File: src/rtl/edge_event_logger_pkg.sv
// Shared types and helpers for the edge event logger: event kind codes,
// the parameterized event record macro and the saturating counter step.

// Event record {kind, ts}; width-parameterized so the logger can size it.
`define EDGE_EVENT_T(W) struct packed { logic kind; logic [(W)-1:0] ts; }

package edge_log_pkg;

  localparam logic KIND_RISE = 1'b1;
  localparam logic KIND_FALL = 1'b0;

  localparam int CNT_W = 8;
  typedef logic [CNT_W-1:0] cnt_t;
  localparam cnt_t CNT_MAX = '1;

  // Increment that sticks at the top value instead of wrapping.
  function automatic cnt_t sat_inc(input cnt_t v);
    return (v == CNT_MAX) ? v : v + cnt_t'(1);
  endfunction

endpackage

File: src/rtl/edge_event_logger_if.sv
// Event stream from the logger FIFO head to the status/CSR reader.

interface edge_event_logger_if #(
  parameter int TS_WIDTH = 8
);

  logic                EV_VALID;
  logic                EV_READY;
  logic                EV_KIND;
  logic [TS_WIDTH-1:0] EV_TS;

  modport master (
    output EV_VALID,
    output EV_KIND,
    output EV_TS,
    input  EV_READY
  );

  modport slave (
    input  EV_VALID,
    input  EV_KIND,
    input  EV_TS,
    output EV_READY
  );

endinterface

File: src/rtl/edge_event_logger_sync.sv
// Two-flop synchronizer for the asynchronous XIN pin plus a history flop
// used to turn the synchronized level into single-cycle rise/fall pulses.

module edge_sync (
  input  logic CLK,
  input  logic RESET,
  input  logic XIN,
  output logic RISE,
  output logic FALL
);

  logic s1;
  logic s2;
  logic s3;

  // Sync chain; cleared on reset so XIN held high across release shows one rise.
  always_ff @(posedge CLK) begin
    if (RESET) begin
      s1 <= 1'b0;
      s2 <= 1'b0;
      s3 <= 1'b0;
    end else begin
      s1 <= XIN;
      s2 <= s1;
      s3 <= s2;
    end
  end

  assign RISE = s2 & ~s3;
  assign FALL = ~s2 & s3;

endmodule

File: src/rtl/edge_event_logger.sv
// Edge event logger: counts synchronized rise/fall edges of XIN in
// saturating counters and queues timestamped events for a downstream reader.

module edge_event_logger
  import edge_log_pkg::*;
#(
  parameter int TS_WIDTH = 8,
  parameter int DEPTH    = 4
) (
  input  logic                CLK,
  input  logic                RESET,
  input  logic                XIN,
  input  logic                CLR,
  output logic [CNT_W-1:0]    RISE_CNT,
  output logic [CNT_W-1:0]    FALL_CNT,
  output logic                OVERFLOW,
  edge_event_logger_if.master ev
);

  localparam int PTR_W = $clog2(DEPTH);

  typedef logic [PTR_W-1:0] ptr_t;
  typedef logic [PTR_W:0]   occ_t;
  typedef `EDGE_EVENT_T(TS_WIDTH) event_t;

  localparam occ_t OCC_FULL = occ_t'(DEPTH);

  logic                rise;
  logic                fall;
  logic                edge_det;
  logic [TS_WIDTH-1:0] ts;
  cnt_t                rise_cnt;
  cnt_t                fall_cnt;
  logic                overflow;

  event_t              mem [DEPTH];
  ptr_t                wr_ptr;
  ptr_t                rd_ptr;
  occ_t                count;
  logic                ev_valid;
  logic                full;
  logic                push;
  logic                pop;
  logic                drop;
  event_t              new_ev;
  event_t              head;

  edge_sync u_sync (
    .CLK   (CLK),
    .RESET (RESET),
    .XIN   (XIN),
    .RISE  (rise),
    .FALL  (fall)
  );

  assign edge_det = rise | fall;
  assign ev_valid = (count != '0);
  assign full     = (count == OCC_FULL);
  assign pop      = ev_valid & ev.EV_READY;

  // A pop in the same cycle frees a slot, so a full FIFO can still accept.
  assign push     = edge_det & ~CLR & (~full | pop);
  assign drop     = edge_det & ~CLR & full & ~pop;

  assign new_ev.kind = rise ? KIND_RISE : KIND_FALL;
  assign new_ev.ts   = ts;

  // Free-running timestamp; the soft clear deliberately leaves it alone.
  always_ff @(posedge CLK) begin
    if (RESET) begin
      ts <= '0;
    end else begin
      ts <= ts + 1'b1;
    end
  end

  // Saturating edge counters; an edge coinciding with CLR is not counted.
  always_ff @(posedge CLK) begin
    if (RESET || CLR) begin
      rise_cnt <= '0;
      fall_cnt <= '0;
    end else begin
      if (rise) rise_cnt <= sat_inc(rise_cnt);
      if (fall) fall_cnt <= sat_inc(fall_cnt);
    end
  end

  // Sticky overflow: an event was lost because no slot was available.
  always_ff @(posedge CLK) begin
    if (RESET || CLR) begin
      overflow <= 1'b0;
    end else if (drop) begin
      overflow <= 1'b1;
    end
  end

  // FIFO control: pointers wrap naturally since DEPTH is a power of two.
  always_ff @(posedge CLK) begin
    if (RESET || CLR) begin
      wr_ptr <= '0;
      rd_ptr <= '0;
      count  <= '0;
    end else begin
      if (push) wr_ptr <= wr_ptr + ptr_t'(1);
      if (pop)  rd_ptr <= rd_ptr + ptr_t'(1);
      case ({push, pop})
        2'b10:   count <= count + occ_t'(1);
        2'b01:   count <= count - occ_t'(1);
        default: count <= count;
      endcase
    end
  end

  // FIFO storage holds data only; validity comes from count.
  always_ff @(posedge CLK) begin
    if (push) begin
      mem[wr_ptr] <= new_ev;
    end
  end

  assign head = mem[rd_ptr];

  // Head fields are forced to 0 when empty so nothing uninitialized escapes.
  assign ev.EV_VALID = ev_valid;
  assign ev.EV_KIND  = ev_valid ? head.kind : 1'b0;
  assign ev.EV_TS    = ev_valid ? head.ts   : '0;

  assign RISE_CNT = rise_cnt;
  assign FALL_CNT = fall_cnt;
  assign OVERFLOW = overflow;

endmodule
File: src/flat_wrapper.sv
// flat-port wrapper written by rule: the top's interface ports become plain ports
module edge_event_logger_flat import edge_log_pkg::*;
#(
  parameter int TS_WIDTH = 8,
  parameter int DEPTH    = 4
)
  (CLK, RESET, XIN, CLR, RISE_CNT, FALL_CNT, OVERFLOW, ev_EV_VALID, ev_EV_KIND, ev_EV_TS, ev_EV_READY);
  edge_event_logger_if #(.TS_WIDTH(TS_WIDTH)) ev_i ();
  input  logic CLK;
  input  logic RESET;
  input  logic XIN;
  input  logic CLR;
  output logic [CNT_W-1:0] RISE_CNT;
  output logic [CNT_W-1:0] FALL_CNT;
  output logic OVERFLOW;
  output wire logic [$bits(ev_i.EV_VALID)-1:0] ev_EV_VALID;
  output wire logic [$bits(ev_i.EV_KIND)-1:0] ev_EV_KIND;
  output wire logic [$bits(ev_i.EV_TS)-1:0] ev_EV_TS;
  input wire logic [$bits(ev_i.EV_READY)-1:0] ev_EV_READY;
  assign ev_EV_VALID = ev_i.EV_VALID;
  assign ev_EV_KIND = ev_i.EV_KIND;
  assign ev_EV_TS = ev_i.EV_TS;
  assign ev_i.EV_READY = ev_EV_READY;
  edge_event_logger #(.TS_WIDTH(TS_WIDTH), .DEPTH(DEPTH)) u_core (.CLK(CLK), .RESET(RESET), .XIN(XIN), .CLR(CLR), .RISE_CNT(RISE_CNT), .FALL_CNT(FALL_CNT), .OVERFLOW(OVERFLOW), .ev(ev_i));
endmodule
File: config.mk
export PLATFORM = sky130hd
export DESIGN_NAME = edge_event_logger_flat
export DESIGN_NICKNAME = d
export VERILOG_FILES = /design/src/rtl/edge_event_logger_pkg.sv /design/src/rtl/edge_event_logger_if.sv /design/src/rtl/edge_event_logger_sync.sv /design/src/rtl/edge_event_logger.sv /design/src/flat_wrapper.sv
export SDC_FILE = /design/constraint.sdc
export NUM_CORES = 1
export LEC_CHECK = 0
export CORE_MARGIN = 2
export CORE_UTILIZATION = 56
export CTS_CLUSTER_SIZE = 20
export DETAILED_ROUTE_END_ITERATION = 6
export PLACE_DENSITY = 0.84
export SLEW_MARGIN = 20
export SYNTH_ARGS = -nofsm -noshare
export SYNTH_HDL_FRONTEND = slang
export SYNTH_SLANG_ARGS = --single-unit
File: constraint.sdc
create_clock -name CLK -period 2.9 [get_ports CLK]
set_clock_uncertainty 0.05 [all_clocks]
set_input_delay 0.58 -clock CLK [delete_from_list [all_inputs] [get_ports CLK]]
set_output_delay 0.58 -clock CLK [all_outputs]
set_load 0.01 [all_outputs]
### Yosys cells after proc, flatten, opt, wreduce, memory -nomap -nowiden

Memory sizes are Yosys's and may differ from the RTL's. A register that Yosys moved wholly into a read port is not among the register bits.
Cells that the tools add are included.
Widths: inputs -> output; s select.

| word-level totals | value |
|---|---|
| register bits | 35 |
| memory bits (writable) | 36 |
| input bits | 5 |
| output and inout port bits | 27 |
| logic and storage cells | 52 |
| memories | 1 |

| operators by class | value |
|---|---|
| add/subtract/negate cells | 7 |
| equality and inequality tests | 5 |
| multiplexer cells | 8 |
| bitwise gates (word level) | 16 |
| reduce and logical (&&, ||, !) cells | 5 |

Memory list:

| memory | depth | width | read ports | clocked after memory_dff | write ports | RTL line | text |
|---|---|---|---|---|---|---|---|
| u_core.mem | 4 | 9 | 1 | 1 | 1 | edge_event_logger.sv:36 | `event_t mem [DEPTH];` |

Operators by type and width:

| kind | count |
|---|---|
| $add 8x1->8 const B | 3 |
| $eq 8x8->1 const B | 2 |
| $mux 8 | 1 |
| $and 1x1->1 | 7 |
| $not 1->1 | 7 |
| $pmux 3 s2 | 1 |
| $add 2x1->2 const B | 2 |
| $mux 1 | 4 |
| $mux 2 | 2 |
| $reduce_and 2->1 | 2 |
| $add 3x1->3 const B | 1 |
| $eq 3x3->1 const B | 1 |
| $reduce_bool 3->1 | 1 |
| $sub 3x1->3 const B | 1 |
| $eq 2x1->1 const B | 1 |
| $eq 2x2->1 const B | 1 |
| $or 1x1->1 | 2 |
| $reduce_bool 2->1 | 1 |
| $logic_or 1x1->1 | 1 |

### Depth between registers and ports, before layout

| logic depth | value |
|---|---|
| word-level depth | 7 |
| depth in mapped cells | 9 |
| gate-level depth less buffers | 8 |

### Cells and area by module

A second synthesis with hierarchy kept.

| unflattened totals | value |
|---|---|
| cells, all modules | 237 |
| area, all modules | 2992.9 µm² |

By module, submodules not included:

| module | instances | cells an instance | area each (µm²) |
|---|---|---|---|
| edge_event_logger | 1 | 229 | 2901.5 |
| edge_sync | 1 | 8 | 91.3 |

### Worst setup path after synthesis

No wires, ideal clock.

| path | value |
|---|---|
| path kind | reg-to-reg |
| start point | register u_core.count[0] |
| end point | register u_core.count[1] |
| setup time | 0.095 ns |
| data arrival time | 2.191 ns |
| setup slack | 0.564 ns |
| stages on the path, launching flop included | 8 |
| path buffers | 2 |
| cell sequence | dfxtp_1 clkbuf_1 or3_1 clkbuf_1 nand3_1 fa_1 o41a_1 a221oi_1 |

| between the ends | value |
|---|---|
| cells in the longest elaborated chain, start to end | 6 |
| elaborated cells on any way between the ends | 12 |

RTL lines:

| item | RTL line | text |
|---|---|---|
| start, declared | edge_event_logger.sv:39 | `occ_t count;` |
| start signal, assigned | edge_event_logger.sv:107 | `2'b10: count <= count + occ_t'(1);` |
| start signal, assigned | edge_event_logger.sv:108 | `2'b01: count <= count - occ_t'(1);` |
| start signal, assigned | edge_event_logger.sv:109 | `default: count <= count;` |
| $reduce_bool 3->1 * | edge_event_logger.sv:57 | `assign ev_valid = (count != '0);` |
| via ev_EV_VALID | flat_wrapper.sv:16 | `output wire logic [$bits(ev_i.EV_VALID)-1:0] ev_EV_VALID;` |
| $and 1x1->1 * | edge_event_logger.sv:59 | `assign pop = ev_valid & ev.EV_READY;` |
| $or 1x1->1 | edge_event_logger.sv:62 | `assign push = edge_det & ~CLR & (~full \| pop);` |
| $and 1x1->1 | edge_event_logger.sv:62 |  |
| $eq 2x1->1 or $eq 2x2->1 (tied branches) | edge_event_logger.sv:106 | `case ({push, pop})` |
| $pmux 3 s2 or $reduce_bool 2->1 (tied branches) | n/a |  |

The timed path passes the listed nets; every way through them passes the cells marked *.
A chain may end at the register's enable or synchronous reset.

==> results.cfg <==
[placement]
dp_hpwl_um = 3753
dp.cells = 346
gp_congestion = 0.7900
io_buffers = 31
place_ws_ns = 0.1730

[timing]
rsz0062_at_grt = false
whs_ns = 0.3863
layout_min_cycle_time_ns = 2.670
tns_ns = 0
tightest_slew_ns = 0.4607
relSlewSlack_pct = 68.85
max_freq_mhz = 374.5
period_share_pct = 92.07
setup_violations = 0
timing.final.ws_setup_ns = 0.2301
slew_viol_final = 0
hold_viol_final = 0

[route]
via_per_inst = 5.519
via_count = 1998
ant_nets = 0
routedWlPerCell_um = 15.22
drt-total-wl_um = 5510
drc = 0
dr.pass1.iters = 4
drt_iter0_markers = 141

[cts]
cts_setup_buffers = 0
cts_root_buf = clkbuf_8
clkTransAtPathRegs_ns = 0.07
cts-resized-gates = 0
clkSinkCount = 73
insertion_delay_ns = 0.34
cts_tree = done
cts.path.max_buffers = 2
cts_buffers = 9
htreeDepth = 3
postCtsHoldBufs = 0

[setup_path]
worst_setup_path_end_kind = primary output
worstSetupPathType = reg -> out
crit_family = buffers and inverters
crit_slowest_cell = mux4_2
cp_num_buf_inv = 2
arrival_ns = 2.04
crit_chain = buf_4 > mux4_2 > and2_1 > clkdlybuf4s50_1
critPathMaxStageDelay_ns = 0.53
crit_fanout = 9
worstPathRequired_ns = 2.27
crit_path_start_kind = flip-flop

[synth]
netlist_area_sq_mm = 0.003079
synth_seq_area_share_pct = 59.16
synthCells = 251
synth_cell_types = 45
synthFlopType = dfxtp_1
avgSynthCellArea_sq_um = 12.27
synth_top_cell_area_share_pct = 35.11
synth_enable_flop_cells = 36
ys_warn_count = 0
async_reset_ff_share_pct = 0
synth.largest_area_cell = edfxtp_1
synth_nets = 266
synth_area_leaders = edfxtp_1 35%, dfxtp_1 24%, mux4_2 6.6%
synth_seq_cells = 73

[floorplan]
fp.dieArea_sq_mm = 0.006107
ios = 32
die_height_um = 78.15
core_area_sq_mm = 0.005205
die_x_um = 78.15
start_util_pct = 59.16
rows = 26

[cells_and_area]
fin_nets = 302
fillCellCount = 361
drive_above_1_share_pct = 10.62
antenna_cells = 0
final-instance-count-excl-fill = 362
areaGrowthSynthToFinish_pct = 19.14

[power_and_ir_drop]
finalPower_w = 0.001960
power.leakage_nw = 1.215
irDropWorstVdd_v = 0.0003375
power_density_mw_per_mm2 = 534.3

[grt]
overflow = 0
grt_pass1_vias = 1823
antenna_found_initial = 0
grt_max_degree = 24
grt_pass1_wl_um = 8976
grt_usage_pct = 19.41

[flow_run]
cap_violations = 0

[status]
status = complete, no violations

[min_path]
hold_class = reg -> reg
==> sequential cells by signal, indices dropped and copies added (netlist names), named ones only <==
name,count
u_core.OVERFLOW,1
u_core.mem,36
u_core.u_sync.s3,1
u_core.FALL_CNT,8
u_core.RISE_CNT,8
u_core.ts,8
u_core.wr_ptr,2
u_core.rd_ptr,2
u_core.u_sync.s2,1
u_core.count,3
u_core.u_sync.s1,1
==> layout by cell type (no fill, tap or decap), types with 4 or more instances in the layout <==
| cell type | Yosys | final |
|---|---|---|
| dfxtp_1 | 37 | 37 |
| clkbuf_8 | 0 | 11 |
| ha_1 | 9 | 9 |
| xor2_1 | 7 | 7 |
| a31oi_1 | 5 | 5 |
| o21ai_0 | 6 | 6 |
| buf_4 | 0 | 5 |
| nand4_1 | 5 | 5 |
| edfxtp_1 | 36 | 36 |
| and2_1 | 13 | 13 |
| a211oi_1 | 4 | 4 |
| nand3_1 | 15 | 15 |
| nor2_1 | 23 | 23 |
| a21oi_1 | 11 | 11 |
| nand2_1 | 9 | 9 |
| and3_1 | 5 | 5 |
| clkdlybuf4s50_1 | 0 | 31 |
| mux4_2 | 9 | 9 |
| xnor2_1 | 5 | 5 |
| inv_1 | 8 | 8 |
==> area by class of cell <==
cell class,instances,area (sq um),share of cell area (%)
Sequential cell,73,1822,49.66
Multi-Input combinational cell,159,1176,32.06
Timing Repair Buffer,36,347.8,9.482
Clock buffer,11,151.4,4.127
Tap cell,70,87.58,2.387
Clock inverter,5,53.80,1.467
Inverter,8,30.03,0.8186
==> stage by stage <==
step,cell area (sq um),util (%)
floorplan,3079,-
global placement,3463,66.54
detailed placement,3463,66.54
CTS,3669,70.48
global route,3669,70.48
finish,3669,70.48
==> final timing paths <==
path / from / end / slack (ns) / cells past startpoint
setup reg to reg: u_core.count[0]$_SDFFE_PP0P_ / u_core.count[1]$_SDFFE_PP0P_ / 0.53 / 5
hold / removal: u_core.u_sync.s1$_SDFF_PP0_ / u_core.u_sync.s2$_SDFF_PP0_ / 0.39 / 1
hold reg to reg: u_core.u_sync.s1$_SDFF_PP0_ / u_core.u_sync.s2$_SDFF_PP0_ / 0.39 / 1
setup / recovery: flip-flop / ev_EV_TS[5] / 0.23 / 4
==> synth_stat cells, types with 2 or more instances <==
cell type	n
nor2_1	23
nand4_1	5
dfxtp_1	37
ha_1	9
and2_1	13
or4_1	2
edfxtp_1	36
clkbuf_1	7
and3_1	5
a211oi_1	4
nor2b_1	3
a21oi_1	11
mux4_2	9
o21ai_0	6
nand2_1	9
a311oi_1	3
nor3_1	2
xnor2_1	5
buf_2	2
mux2i_1	2
xor2_1	7
nor4b_1	2
nand3_1	15
a31oi_1	5
or3_1	2
inv_1	8
==> cells by family after synthesis <==
group                      Yosys count  share of synthesized area (%)
AOI/OAI and AO/OA                   37                          7.802
and+or+nand+nor                     89                          15.44
xor gates and xnor gates            12                          3.413
adders and majority gates           10                          4.307
buffers and inverters               19                          2.641
muxes                               11                          7.233
DFF                                 73                          59.16
==> power breakdown <==
part	total (W)	leakage [nW]	switching, W	internal (W)
registers	0.00110	0.635	0.00000998	0.00109
clock network	0.000797	0.101	0.000357	0.000440
logic	0.0000662	0.479	0.0000358	0.0000304
==> metal layers <==
layer  GRT usage (%)  vias to the layer above  wire length (um)
li1                -                     1003                 -
met1           28.78                      942              2702
met2           26.98                       46              2478
met3           3.793                        7               248
met4           10.53                        0                80
met5               0                        -                 0
(Power assumes the default switching activity.)
